==> config.mk <==
export PLATFORM = sky130hd
export DESIGN_NAME = fcs_append
export DESIGN_NICKNAME = d
export VERILOG_FILES = /design/src/rtl/fcs_append.sv
export SDC_FILE = /design/constraint.sdc
export NUM_CORES = 1
export LEC_CHECK = 0
export CAP_MARGIN = 10
export CORE_MARGIN = 1
export CORE_UTILIZATION = 65
export CTS_CLUSTER_SIZE = 25
export DETAILED_ROUTE_END_ITERATION = 8
export MAX_ROUTING_LAYER = met4
export PLACE_DENSITY = 0.82
export SLEW_MARGIN = 20
export SYNTH_ARGS = -nofsm -noshare
export SYNTH_HDL_FRONTEND = slang
export SYNTH_SLANG_ARGS = --single-unit
==> constraint.sdc <==
create_clock -name clk -period 4.2 [get_ports clk]
set_clock_uncertainty 0.2 [all_clocks]
set_input_delay 0.84 -clock clk [delete_from_list [all_inputs] [get_ports clk]]
set_output_delay 0.84 -clock clk [all_outputs]
set_load 0.1 [all_outputs]
==> src/rtl/fcs_append.sv <==
// -----------------------------------------------------------------------------
// fcs_append
//
// Final transmit stage in front of the RMII PHY. Forwards the dibit stream from
// ether_out (preamble + SFD + frame body) with one cycle of latency, zero-pads
// short bodies up to the Ethernet minimum, appends the CRC-32 FCS, then holds
// the line idle for the interframe gap before accepting the next frame.
//
// Parameters
//   PREAMBLE_DIBITS  dibits of preamble + SFD forwarded without CRC coverage
//   MIN_FRAME_BYTES  minimum post-SFD bytes before the FCS (0 disables padding)
//   IFG_DIBITS       idle cycles after the last FCS dibit
//
// Ports
//   clk       transmit clock (50 MHz RMII reference), one dibit per cycle
//   rst       asynchronous reset, active low
//   axiiv     input dibit valid; a frame is one contiguous high run
//   axiid     input dibit, axiid[0] is the earlier bit on the wire
//   axiov     output valid (PHY TX_EN), registered
//   axiod     output dibit (PHY TXD), registered, axiod[0] earlier bit
//   ready     high when a new frame may start on the next cycle
//   drop_err  one-cycle pulse when an input dibit arrives outside an
//             accepted frame while ready is low
// -----------------------------------------------------------------------------
module fcs_append #(
    parameter int unsigned PREAMBLE_DIBITS = 32,
    parameter int unsigned MIN_FRAME_BYTES = 60,
    parameter int unsigned IFG_DIBITS      = 48
) (
    input  logic       clk,
    input  logic       rst,
    input  logic       axiiv,
    input  logic [1:0] axiid,
    output logic       axiov,
    output logic [1:0] axiod,
    output logic       ready,
    output logic       drop_err
);

    localparam logic [31:0] CRC_POLY = 32'hEDB88320;

    localparam int unsigned PRE_W  = $clog2(PREAMBLE_DIBITS + 1);
    localparam int unsigned IFG_W  = $clog2(IFG_DIBITS + 1);
    localparam int unsigned BODY_W = 16;

    localparam logic [PRE_W-1:0]  PRE_LAST  = PRE_W'(PREAMBLE_DIBITS - 1);
    localparam logic [IFG_W-1:0]  IFG_LAST  = IFG_W'(IFG_DIBITS - 1);
    localparam logic [BODY_W-1:0] PAD_LIMIT = BODY_W'(4 * MIN_FRAME_BYTES);
    localparam bit                PRE_SKIP  = (PREAMBLE_DIBITS <= 1);

    typedef enum logic [2:0] {
        ST_IDLE,
        ST_PRE,
        ST_DATA,
        ST_PAD,
        ST_FCS,
        ST_IFG
    } state_t;

    state_t             state;
    logic [PRE_W-1:0]   pre_cnt;
    logic [BODY_W-1:0]  body_cnt;
    logic [31:0]        crc;
    logic [29:0]        fcs_sr;
    logic [3:0]         fcs_idx;
    logic [IFG_W-1:0]   ifg_cnt;
    logic               discard;

    logic [31:0]        fcs_val;
    logic [BODY_W:0]    pad_diff;
    logic               need_pad;
    logic               late;

    // Reflected CRC-32, two bits per step, axiid[0] first.
    function automatic logic [31:0] crc_step2(input logic [31:0] c,
                                              input logic [1:0]  d);
        logic [31:0] r;
        r = c;
        for (int unsigned i = 0; i < 2; i++) begin
            if (r[0] ^ d[i])
                r = (r >> 1) ^ CRC_POLY;
            else
                r = r >> 1;
        end
        return r;
    endfunction

    assign fcs_val = ~crc;

    // Borrow-based compare keeps this free of constant-compare corner cases
    // when padding is disabled (PAD_LIMIT == 0).
    assign pad_diff = {1'b0, PAD_LIMIT} - {1'b0, body_cnt};
    assign need_pad = ~pad_diff[BODY_W] & (|pad_diff[BODY_W-1:0]);

    // States in which any input dibit is foreign and must be dropped.
    assign late = (state == ST_PAD) || (state == ST_FCS) || (state == ST_IFG);

    // Held low while a dropped frame is still streaming in, so its tail is not
    // mistaken for a new frame start.
    assign ready = rst & (state == ST_IDLE) & ~discard;

    always_ff @(posedge clk or negedge rst) begin
        if (!rst) begin
            state    <= ST_IDLE;
            axiov    <= 1'b0;
            axiod    <= '0;
            drop_err <= 1'b0;
            discard  <= 1'b0;
            pre_cnt  <= '0;
            body_cnt <= '0;
            crc      <= '1;
            fcs_sr   <= '0;
            fcs_idx  <= '0;
            ifg_cnt  <= '0;
        end else begin
            drop_err <= axiiv & late;
            // A run that starts while busy is swallowed until axiiv drops.
            discard  <= axiiv & (discard | late);

            case (state)
                ST_IDLE: begin
                    axiov <= 1'b0;
                    axiod <= '0;
                    if (axiiv && !discard) begin
                        axiov    <= 1'b1;
                        axiod    <= axiid;
                        pre_cnt  <= PRE_W'(1);
                        crc      <= '1;
                        body_cnt <= '0;
                        state    <= PRE_SKIP ? ST_DATA : ST_PRE;
                    end
                end

                ST_PRE: begin
                    if (axiiv) begin
                        axiov   <= 1'b1;
                        axiod   <= axiid;
                        pre_cnt <= pre_cnt + PRE_W'(1);
                        if (pre_cnt == PRE_LAST) begin
                            crc      <= '1;
                            body_cnt <= '0;
                            state    <= ST_DATA;
                        end
                    end else begin
                        // Aborted inside the preamble: no FCS, straight to gap.
                        axiov   <= 1'b0;
                        axiod   <= '0;
                        ifg_cnt <= '0;
                        state   <= ST_IFG;
                    end
                end

                ST_DATA: begin
                    if (axiiv) begin
                        axiov <= 1'b1;
                        axiod <= axiid;
                        crc   <= crc_step2(crc, axiid);
                        if (body_cnt != '1)
                            body_cnt <= body_cnt + BODY_W'(1);
                    end else if (need_pad) begin
                        // First pad dibit goes out in the cycle right after the
                        // last body dibit, keeping axiov continuous.
                        axiov    <= 1'b1;
                        axiod    <= 2'b00;
                        crc      <= crc_step2(crc, 2'b00);
                        body_cnt <= body_cnt + BODY_W'(1);
                        state    <= ST_PAD;
                    end else begin
                        axiov   <= 1'b1;
                        axiod   <= fcs_val[1:0];
                        fcs_sr  <= fcs_val[31:2];
                        fcs_idx <= '0;
                        state   <= ST_FCS;
                    end
                end

                ST_PAD: begin
                    axiov <= 1'b1;
                    if (need_pad) begin
                        axiod    <= 2'b00;
                        crc      <= crc_step2(crc, 2'b00);
                        body_cnt <= body_cnt + BODY_W'(1);
                    end else begin
                        axiod   <= fcs_val[1:0];
                        fcs_sr  <= fcs_val[31:2];
                        fcs_idx <= '0;
                        state   <= ST_FCS;
                    end
                end

                ST_FCS: begin
                    // fcs_idx is the index of the dibit currently on the wire.
                    if (fcs_idx == 4'd15) begin
                        axiov   <= 1'b0;
                        axiod   <= '0;
                        ifg_cnt <= '0;
                        state   <= ST_IFG;
                    end else begin
                        axiov   <= 1'b1;
                        axiod   <= fcs_sr[1:0];
                        fcs_sr  <= {2'b00, fcs_sr[29:2]};
                        fcs_idx <= fcs_idx + 4'd1;
                    end
                end

                ST_IFG: begin
                    axiov <= 1'b0;
                    axiod <= '0;
                    if (ifg_cnt == IFG_LAST)
                        state <= ST_IDLE;
                    else
                        ifg_cnt <= ifg_cnt + IFG_W'(1);
                end

                default: begin
                    axiov <= 1'b0;
                    axiod <= '0;
                    state <= ST_IDLE;
                end
            endcase
        end
    end

endmodule
==> run summary <==
Synth warn -> 0
Max Root-Sink Buffers -> 2
Detailed-route wire length per cell -> 17.4 um
Starting Density -> 67.4%
Tmin final -> 3.08 ns
Final Slew Violations -> 0
Met3 GRT Util -> 4.44%
Gr usage total -> 27.9%
Critical path class -> in2reg
CP bufs+invs -> 1
Fin. Hold Viols -> 0
Number of flops mapped to enable cells by yosys -> 0
Reg2Reg Setup Slack -> 1.44 ns
Area of the die -> 8380 um2
Final ANT Viol Nets -> 0
Number of DRC markers in iteration 0 -> 266
Status -> completed
M1 GR Usage -> 37.7%
Fin cells -> 604
Placed cells -> 588
Met2 Resource Use GR -> 42.6%
Multi-input logic area -> 2360 um2
Avg Vias per Cell -> 6.35
Die Wd -> 91.5 um
Fin nets -> 507
Final WL -> 10.5 mm
Worst slew margin -> 35.6%
CP most frequent cell -> a21o_1
Syn nets -> 507
Leakage -> 2.16 nW
CP endpoint kind -> flop
DRC Markers -> 0
Diodes inserted -> 0
Ports -> 10
RD Place Congestion -> 0.904
Unrepaired setup endpoints after global routing -> false
Worst setup SP type -> input pin
Core footprint -> 7730 um2
Clock transition at the registers of the reported paths -> 0.10 ns
Reg2reg path depth -> 6
Power per cell area -> 777 nW/um2
Actual slew at the worst max-slew pin -> 0.963 ns
CTS resizes -> 0
Hold buffer count at CTS -> 0
Cells after synthesis -> 497
Yosys cell types -> 74
Slowest CP cell -> clkdlybuf4s50_1
TritonCTS clock tree -> done
CTS sink cnt -> 102
Total number of vias -> 3837
Peak Freq -> 324 MHz
First-pass GRT wire length -> 17.9 mm
Setup tns final -> 0 ns
Worst path top cell family by delay -> compound AO/OA/AOI/OAI gates
#FFs+latches synth -> 102
Number of global-route vias before repair -> 3807
Total grt overflow -> 0
Htree depth -> 3
Detailed Routing Iterations Pass 1 -> 5
WP data arrival -> 3.13 ns
Largest net degree at the start of global routing -> 82
Register area -> 2590 um2
Share of cells above drive strength 1 -> 18.1%
Site Rows -> 32
Final HPWL DP -> 6.70 mm
Peak supply drop -> 0.000352 V
Most common cell after layout, fill and taps aside -> nand2_1
Fill cell count -> 554
R2r endpoint -> body_cnt[8]
Fraction of registers with async set or reset after synthesis -> 100%
Post-CTS setup buffers -> 0
Commonest non-fill, non-tap cells in the layout -> 79 x nand2_1, 70 x dfrtp_1, 32 x dfstp_2, 30 x o21ai_0
HP Class -> in2async
Cell area after synthesis -> 5210 um2
Post-synthesis sequential area ratio -> 49.8%
Reg2reg start -> state[0]
GRT Max-Usage Layer -> met2
Total CTS buffers -> 9
Crit-path max cell delay -> 0.58 ns
Area Overhead vs Synth -> 4.59%
Primary FF master, synth -> dfrtp_1
Mean Syn Cell Area -> 10.5 um2
Clock root buffer -> clkbuf_8
Period utilization -> 73.4%
Final setup viols -> 0
Critical path required time -> 4.25 ns
Die height -> 91.5 um
CP Max Fanout -> 11
Cells along the critical path -> clkdlybuf4s50_1 -> nand2b_1 -> a211o_1 -> a21o_1 -> a21o_1 -> o311ai_0 -> o31ai_1
Initial antenna violation count -> 0
Worst skew pair latency -> 0.38 ns
MaxCap Viol Count -> 0
PortBufs -> 9
kinds of logic after synthesis:
family / share of synthesized area (%)
xor gates and xnor gates: 5.38
adders and majority gates: 1.20
buffers and inverters: 5.04
muxes: 0.673
and+or+nand+nor: 17.6
DFF: 49.8
AOI/OAI and AO/OA: 20.3
metal layers:
metal / part of all wire [%] / vias up
li1: - / 1828
met1: 46 / 1863
met2: 47 / 122
met3: 4.9 / 24
met4: 2.0 / 0
met5: 0 / -
area by class of cell:
type	instances	area share, %
Clock buffer	10	2.53
Clock inverter	6	0.942
Inverter	10	0.689
Multi-Input combinational cell	358	43.4
Sequential cell	102	47.6
Tap cell	102	2.34
Timing Repair Buffer	16	2.53
state kept, by name, indices dropped and copies added, names as in the netlist:
| signal | count |
|---|---|
| pre_cnt | 6 |
| ifg_cnt | 6 |
| discard | 1 |
| state | 3 |
| drop_err | 1 |
| body_cnt | 16 |
| axiod | 2 |
| fcs_idx | 4 |
| axiov | 1 |
| fcs_sr | 30 |
| crc | 32 |
Yosys cell counts (7+ instances only):
master | count | share of area, %
nand2_1 | 79 | 5.7
dfrtp_1 | 70 | 34
dfstp_2 | 32 | 16
a21oi_1 | 30 | 2.9
o21ai_0 | 30 | 2.9
nor3_1 | 29 | 2.8
xor2_1 | 26 | 4.4
nor2_1 | 20 | 1.4
o221a_1 | 20 | 4.3
o31ai_1 | 11 | 1.6
nand3_1 | 10 | 0.96
inv_1 | 9 | 0.65
nand4_1 | 8 | 0.96
o221a_2 | 8 | 1.7
clkbuf_1 | 7 | 0.50
power by group:
| part | switching (mW) | leakage, nW | internal (mW) | total, mW |
|---|---|---|---|---|
| combinational | 1.08 | 0.865 | 0.706 | 1.78 |
| clock | 0.366 | 0.0939 | 0.240 | 0.606 |
| sequential | 0.357 | 1.20 | 1.48 | 1.84 |
| total | 1.80 | 2.16 | 2.43 | 4.23 |
metrics by stage:
stage	power [mW]	setup slack, ns	hold slack [ns]	utilization, %	area [um2]
floorplan	3.26	0.640	0.240	-	5220
global placement	3.53	0.835	0.249	68.1	5260
detailed placement	3.63	0.757	0.258	68.1	5260
CTS	4.23	1.16	0.144	70.5	5450
global route	4.53	0.958	0.161	70.5	5450
finish	4.23	1.12	0.135	70.5	5450
how the worst max path moves through the flow:
stage	to	start	slack, ns	cells after the start
floorplan	ready	rst	0.64	1
global placement	body_cnt[2]	axiiv	0.84	7
detailed placement	body_cnt[8]	axiiv	0.76	7
CTS	body_cnt[4]	axiiv	1.16	7
global route	body_cnt[10]	axiiv	0.96	7
finish	body_cnt[8]	axiiv	1.12	7
No activity file was read; power rests on OpenSTA's default activity.
